**config.mk**
```make
export PLATFORM = sky130hd
export DESIGN_NAME = imem_loader
export DESIGN_NICKNAME = d
export VERILOG_FILES = /design/src/rtl/imem_loader.sv
export SDC_FILE = /design/constraint.sdc
export NUM_CORES = 1
export LEC_CHECK = 0
export CAP_MARGIN = 5
export CORE_UTILIZATION = 50
export CTS_CLUSTER_DIAMETER = 80
export DETAILED_ROUTE_END_ITERATION = 7
export PLACE_DENSITY = 0.79
export SYNTH_ARGS = -nofsm -noshare
export SYNTH_HDL_FRONTEND = slang
export SYNTH_SLANG_ARGS = --single-unit
```
**constraint.sdc**
```tcl
create_clock -name clk_i -period 2.11 [get_ports clk_i]
set_input_delay 0.422 -clock clk_i [delete_from_list [all_inputs] [get_ports clk_i]]
set_output_delay 0.422 -clock clk_i [all_outputs]
set_load 0.02 [all_outputs]
```
**src/rtl/imem_loader.sv**
```systemverilog
// Instruction-memory loader: byte stream in, big-endian 32-bit words out
// to instruction memory, holding the core in reset while a load runs.
//
// Ports:
//   clk_i         rising-edge clock
//   rst_ni        asynchronous active-low reset
//   start_i       begin a load session (honoured in IDLE/DONE/ERR)
//   len_i         number of words to load, latched with start_i
//   byte_valid_i  byte_data_i carries a byte
//   byte_data_i   stream byte
//   byte_ready_o  loader accepts a byte this cycle
//   mem_we_o      one-cycle write pulse per assembled word
//   mem_addr_o    word-aligned byte address of the write
//   mem_wdata_o   assembled word
//   cpu_rst_n_o   active-low reset to the PC / core
//   busy_o        session in progress
//   done_o        last session completed successfully
//   err_o         last session failed its checksum
//
// Build option IMEM_LOADER_CHECKSUM_EN: a trailing XOR checksum byte
// follows the data, adding the CHECK and ERR states.
module imem_loader #(
  parameter int          ADDR_W    = 8,
  parameter logic [31:0] BASE_ADDR = 32'h0
) (
  input  logic              clk_i,
  input  logic              rst_ni,
  input  logic              start_i,
  input  logic [ADDR_W:0]   len_i,
  input  logic              byte_valid_i,
  input  logic [7:0]        byte_data_i,
  output logic              byte_ready_o,
  output logic              mem_we_o,
  output logic [31:0]       mem_addr_o,
  output logic [31:0]       mem_wdata_o,
  output logic              cpu_rst_n_o,
  output logic              busy_o,
  output logic              done_o,
  output logic              err_o
);

`ifdef IMEM_LOADER_CHECKSUM_EN
  typedef enum logic [2:0] {
    S_IDLE  = 3'd0,
    S_RECV  = 3'd1,
    S_WRITE = 3'd2,
    S_CHECK = 3'd3,
    S_DONE  = 3'd4,
    S_ERR   = 3'd5
  } state_e;
`else
  typedef enum logic [2:0] {
    S_IDLE  = 3'd0,
    S_RECV  = 3'd1,
    S_WRITE = 3'd2,
    S_DONE  = 3'd4
  } state_e;
`endif

  localparam logic [ADDR_W:0] ONE = 1;

  state_e          state_q;
  logic [ADDR_W:0] len_q;
  logic [ADDR_W:0] idx_q;
  logic [ADDR_W:0] idx_d;
  logic [1:0]      bcnt_q;
  logic [23:0]     word_q;
  logic [31:0]     word_d;
  logic [31:0]     addr_d;
  logic            ready_q;
  logic            we_q;
  logic [31:0]     addr_q;
  logic [31:0]     wdata_q;
  logic            cpu_q;
  logic            busy_q;
  logic            done_q;
  logic            take;
  logic            go;
  logic            last;
`ifdef IMEM_LOADER_CHECKSUM_EN
  logic [7:0]      chk_q;
  logic            err_q;
`endif

  assign take   = byte_valid_i & ready_q;
  // busy_q tracks RECV/WRITE/CHECK exactly, so start is honoured
  // only from the three idle-like states.
  assign go     = start_i & ~busy_q;
  assign idx_d  = idx_q + ONE;
  assign word_d = {word_q, byte_data_i};
  assign addr_d = BASE_ADDR + {32'(idx_q) << 2};
  // len==0 reaches WRITE as a transit cycle with no write pulse.
  assign last   = (len_q == '0) || (idx_d == len_q);

  always_ff @(posedge clk_i or negedge rst_ni) begin
    if (!rst_ni) begin
      state_q <= S_IDLE;
      len_q   <= '0;
      idx_q   <= '0;
      bcnt_q  <= '0;
      word_q  <= '0;
      ready_q <= 1'b0;
      we_q    <= 1'b0;
      addr_q  <= BASE_ADDR;
      wdata_q <= '0;
      cpu_q   <= 1'b0;
      busy_q  <= 1'b0;
      done_q  <= 1'b0;
`ifdef IMEM_LOADER_CHECKSUM_EN
      chk_q   <= '0;
      err_q   <= 1'b0;
`endif
    end else begin
      we_q <= 1'b0;
      if (go) begin
        len_q  <= len_i;
        idx_q  <= '0;
        bcnt_q <= '0;
        done_q <= 1'b0;
        busy_q <= 1'b1;
        cpu_q  <= 1'b0;
`ifdef IMEM_LOADER_CHECKSUM_EN
        chk_q  <= '0;
        err_q  <= 1'b0;
`endif
        if (len_i == '0) begin
          state_q <= S_WRITE;
          ready_q <= 1'b0;
        end else begin
          state_q <= S_RECV;
          ready_q <= 1'b1;
        end
      end else begin
        unique case (state_q)
          S_IDLE: cpu_q <= 1'b1;
          S_RECV: begin
            if (take) begin
              bcnt_q <= bcnt_q + 2'd1;
              word_q <= word_d[23:0];
`ifdef IMEM_LOADER_CHECKSUM_EN
              chk_q  <= chk_q ^ byte_data_i;
`endif
              if (bcnt_q == 2'd3) begin
                state_q <= S_WRITE;
                ready_q <= 1'b0;
                we_q    <= 1'b1;
                addr_q  <= addr_d;
                wdata_q <= word_d;
              end
            end
          end
          S_WRITE: begin
            idx_q <= idx_d;
            if (last) begin
`ifdef IMEM_LOADER_CHECKSUM_EN
              state_q <= S_CHECK;
              ready_q <= 1'b1;
`else
              state_q <= S_DONE;
              done_q  <= 1'b1;
              busy_q  <= 1'b0;
              cpu_q   <= 1'b1;
`endif
            end else begin
              state_q <= S_RECV;
              ready_q <= 1'b1;
            end
          end
`ifdef IMEM_LOADER_CHECKSUM_EN
          S_CHECK: begin
            if (take) begin
              ready_q <= 1'b0;
              busy_q  <= 1'b0;
              if (byte_data_i == chk_q) begin
                state_q <= S_DONE;
                done_q  <= 1'b1;
                cpu_q   <= 1'b1;
              end else begin
                state_q <= S_ERR;
                err_q   <= 1'b1;
              end
            end
          end
`endif
          default: ;
        endcase
      end
    end
  end

  assign byte_ready_o = ready_q;
  assign mem_we_o     = we_q;
  assign mem_addr_o   = addr_q;
  assign mem_wdata_o  = wdata_q;
  assign cpu_rst_n_o  = cpu_q;
  assign busy_o       = busy_q;
  assign done_o       = done_q;
`ifdef IMEM_LOADER_CHECKSUM_EN
  assign err_o        = err_q;
`else
  assign err_o        = 1'b0;
`endif

endmodule

```
==> Flow_metrics.wiki <==
{| class="wikitable"
! Metric !! Value
|-
| Max stage delay on crit path || 0.48 ns
|-
| CORE AREA || 0.00785 mm^2
|-
| Bufs and invs on worst path || 1
|-
| Clock slew seen by the registers of the worst setup and hold paths || 0.09 ns
|-
| Die height || 92.6 um
|-
| Via total after detailed routing || 2693
|-
| TritonCTS Buffers || 9
|-
| Via count normalized by instance count || 5.15
|-
| Power Internal || 5.05 mW
|-
| Post-Place Cells || 507
|-
| Slowest CP cell || sky130_fd_sc_hd__or4_1
|-
| Cell family with most CP delay || compound AO/OA/AOI/OAI gates
|-
| Maxcap violations || 0
|-
| Outcome || finished clean
|-
| Switching power of the nets || 2.80 mW
|-
| Critical Setup Path Class || flip-flop to flip-flop
|-
| Total global routing overflow || 0
|-
| Antenna-violating nets left || 0
|-
| CP arrival || 2.23 ns
|-
| P&R area growth vs syn || 26.0%
|-
| Remaining DRCs || 0
|-
| Sequential share of the synthesized area || 56.7%
|-
| Clk sink count || 93
|-
| Detail Placement HPWL || 5.27 mm
|-
| Worst Max-Slew Pin Slew || 0.518 ns
|-
| Internal reg-to-reg setup slack || 0.11 ns
|-
| Starting DRC count in detailed routing || 96
|-
| Cell taking the most area after synthesis || sky130_fd_sc_hd__dfrtp_1
|-
| Total inserted antenna cells || 0
|-
| Share of layout cells above drive strength 1 || 26.1%
|-
| Die W || 92.6 um
|-
| CTS Buffer Depth || 2
|-
| Net switching fraction of the power || 35.7%
|-
| Clock tree from TritonCTS || done
|-
| Total number of yosys warnings || 0
|-
| Top FF cell, synth || sky130_fd_sc_hd__dfrtp_1
|-
| Post-Syn Instances || 333
|-
| Final setup vio count || 0
|-
| Met1 global-route usage || 26.1%
|-
| Std cell rows || 32
|-
| Achievable frequency || 500 MHz
|-
| Number of non-filler instances in the completed layout || 523
|-
| Critical path launch point type || flip-flop
|-
| GRT busiest layer || met2
|-
| First-pass GRT wire length || 12.6 mm
|-
| Number of hold-slack violations in the final timing report || 0
|-
| Met2 routing resource usage after global routing || 29.6%
|-
| Relative contribution of the clock network to total power || 14.9%
|-
| Total standard cell area after synthesis || 0.00411 mm^2
|-
| List of cells traversed by the critical path || xnor2_2 > or4_1 > o21a_1 > a2111oi_4 > buf_4 > o41ai_1
|-
| Final RePlAce weighted congestion || 0.864
|-
| Most frequent cells in the layout || sky130_fd_sc_hd__dfrtp_1, sky130_fd_sc_hd__clkdlybuf4s50_1, sky130_fd_sc_hd__mux2_2
|-
| Initial core utilization || 52.3%
|-
| Static Leakage || 2.22 nW
|-
| Largest cells by area after synthesis || sky130_fd_sc_hd__dfrtp_1, sky130_fd_sc_hd__mux2_2, sky130_fd_sc_hd__buf_4, sky130_fd_sc_hd__nand2_1, sky130_fd_sc_hd__xnor2_1
|-
| Synth Register Bits || 93
|-
| Wirelength, routed || 7.59 mm
|-
| Share of flip-flops with an asynchronous set or reset after synthesis || 100%
|-
| Number of global-route vias before repair || 2642
|-
| Hold buffers post-CTS || 0
|-
| Min cycle time layout || 2.00 ns
|-
| Full die area || 0.00858 mm^2
|-
| Logic pwr share || 44.6%
|-
| Kind of end point of the critical path || flip-flop
|-
| WP data required || 2.34 ns
|-
| Number of antenna violations at the first check in global routing || 0
|-
| Worst clock skew || 0.0112 ns
|-
| Area of all placed cells without fillers || 0.00517 mm^2
|-
| Final cycle utilization of the critical path || 94.7%
|-
| Max IR drop VDD || 0.677 mV
|-
| Number of detailed-route iterations in the first pass || 4
|-
| Cell at the root of the clock tree || sky130_fd_sc_hd__clkbuf_8
|-
| R2R Path Start || idx_q[7]
|-
| Input/output buffers || 66
|-
| Unique cell type count in the Yosys netlist || 43
|-
| Largest net degree at the start of global routing || 43
|-
| Post-place instance area || 0.00495 mm^2
|-
| Areal power density over the cells || 1520 mW/mm^2
|-
| Reg-to-Reg End || state_q[0]
|-
| Most common library cell in the layout ignoring fill and taps || sky130_fd_sc_hd__dfrtp_1
|-
| Slew Viols, Final || 0
|-
| Count of flip-flops with a built-in enable after synthesis || 0
|-
| Clock latency reported for the late side of the worst-skew pair || 0.36 ns
|-
| Final routed wire length divided by cell count || 14.5 um
|-
| Number of H-tree levels || 3
|-
| Met3 track utilization from global routing || 3.37%
|-
| Core Util, Final || 65.9%
|-
| Power share of the sequential group || 40.5%
|-
| Avg Cell Area, Syn || 12.3 um^2
|-
| Worst-path maximum fanout || 6
|-
| Share of the synthesized area in the top cell type || 56.7%
|-
| Path category of the worst min-delay check || primary input to async pin
|-
| Count of cells along the worst register-to-register path || 6
|-
| Headroom to the max-slew limit || 65.5%
|-
| Count of nets after finishing || 439
|-
| Number of top-level pins || 91
|-
| GRT Total Usage || 19.0%
|-
| Final worst hold slack || 0.0266 ns
|}
flip-flops by register name, summed over array words and instances (netlist names):
register / flops
bcnt_q: 2
busy_o: 1
byte_ready_o: 1
cpu_rst_n_o: 1
done_o: 1
idx_q: 9
len_q: 9
mem_addr_o: 9
mem_wdata_o: 32
mem_we_o: 1
state_q: 3
word_q: 24
timing repair:
item | CTS | global route
endpoints found under the setup margin | 0 | 3
resized for setup | 0 | 5
hold endpoints to repair | 0 | 0
setup buffers | 0 | 0
area by class of cell:
class,instances,area [um^2]
Inverter,3,11.3
Clock inverter,6,71.3
Fill cell,587,2670
Timing Repair Buffer,88,861
Clock buffer,10,128
Sequential cell,93,2330
Tap cell,102,128
Multi-Input combinational cell,221,1650
metrics by stage:
step           setup TNS, ns  power (mW)  worst slack (ns)
2_1_floorplan              0        5.23             0.196
3_3_place_gp           -1.19        6.53           -0.0321
3_5_place_dp           -3.55        6.65           -0.0907
4_1_cts                    0        7.84            0.0569
5_1_grt              -0.0104        8.32           -0.0104
6_report                   0        7.84             0.112
power by group through the flow:
stage / clock network (mW) / registers (mW) / logic [mW]
3_3_place_gp: 0 / 3.17 / 3.36
3_5_place_dp: 0 / 3.20 / 3.46
4_1_cts: 1.20 / 3.17 / 3.47
5_1_grt: 1.27 / 3.30 / 3.75
2_1_floorplan: 0 / 3.56 / 1.67
6_report: 1.17 / 3.18 / 3.50
cells by family (layout without fill, tap and decap cells):
group	count (synthesis)	count (layout)	synth area share, %
other	1	24	0.0913
buffers and inverters	42	107	6.37
adder cells (fa/ha/maj)	2	2	0.609
XOR/XNOR	16	16	3.41
flip-flops	93	93	56.7
AND/OR/NAND/NOR	79	79	9.53
AO/OA/AOI/OAI	35	35	5.51
multiplexers	65	65	17.8
layer usage:
metal | share of wire [%] | vias up
met1 | 46 | 1325
met2 | 48 | 89
met3 | 4.7 | 16
li1 | - | 1263
met5 | 0 | -
met4 | 1.9 | 0
Yosys cell counts (3+ instances only):
library cell,n
sky130_fd_sc_hd__buf_2,8
sky130_fd_sc_hd__buf_4,25
sky130_fd_sc_hd__inv_1,3
sky130_fd_sc_hd__mux2_2,63
sky130_fd_sc_hd__xor2_1,7
sky130_fd_sc_hd__a21oi_1,9
sky130_fd_sc_hd__xnor2_1,9
sky130_fd_sc_hd__nor3_1,4
sky130_fd_sc_hd__nor4_1,3
sky130_fd_sc_hd__nor2_1,14
sky130_fd_sc_hd__clkbuf_1,4
sky130_fd_sc_hd__o211ai_1,4
sky130_fd_sc_hd__nand3b_1,3
sky130_fd_sc_hd__or3_1,4
sky130_fd_sc_hd__nand2_1,37
sky130_fd_sc_hd__o21ai_0,9
sky130_fd_sc_hd__dfrtp_1,93
worst max path at each step:
stage | start | endpoint | slack (ns) | cells after the start
finish | idx_q[7] | state_q[0] | 0.11 | 6
global route | idx_q[0] | byte_ready_o | -0.01 | 7
floorplan | idx_q[0] | byte_ready_o | 0.20 | 6
global placement | byte_valid_i | mem_addr_o[10] | -0.03 | 5
CTS | idx_q[1] | state_q[0] | 0.06 | 7
detailed placement | byte_valid_i | mem_wdata_o[22] | -0.09 | 5
No activity file was read; power rests on OpenSTA's default activity.
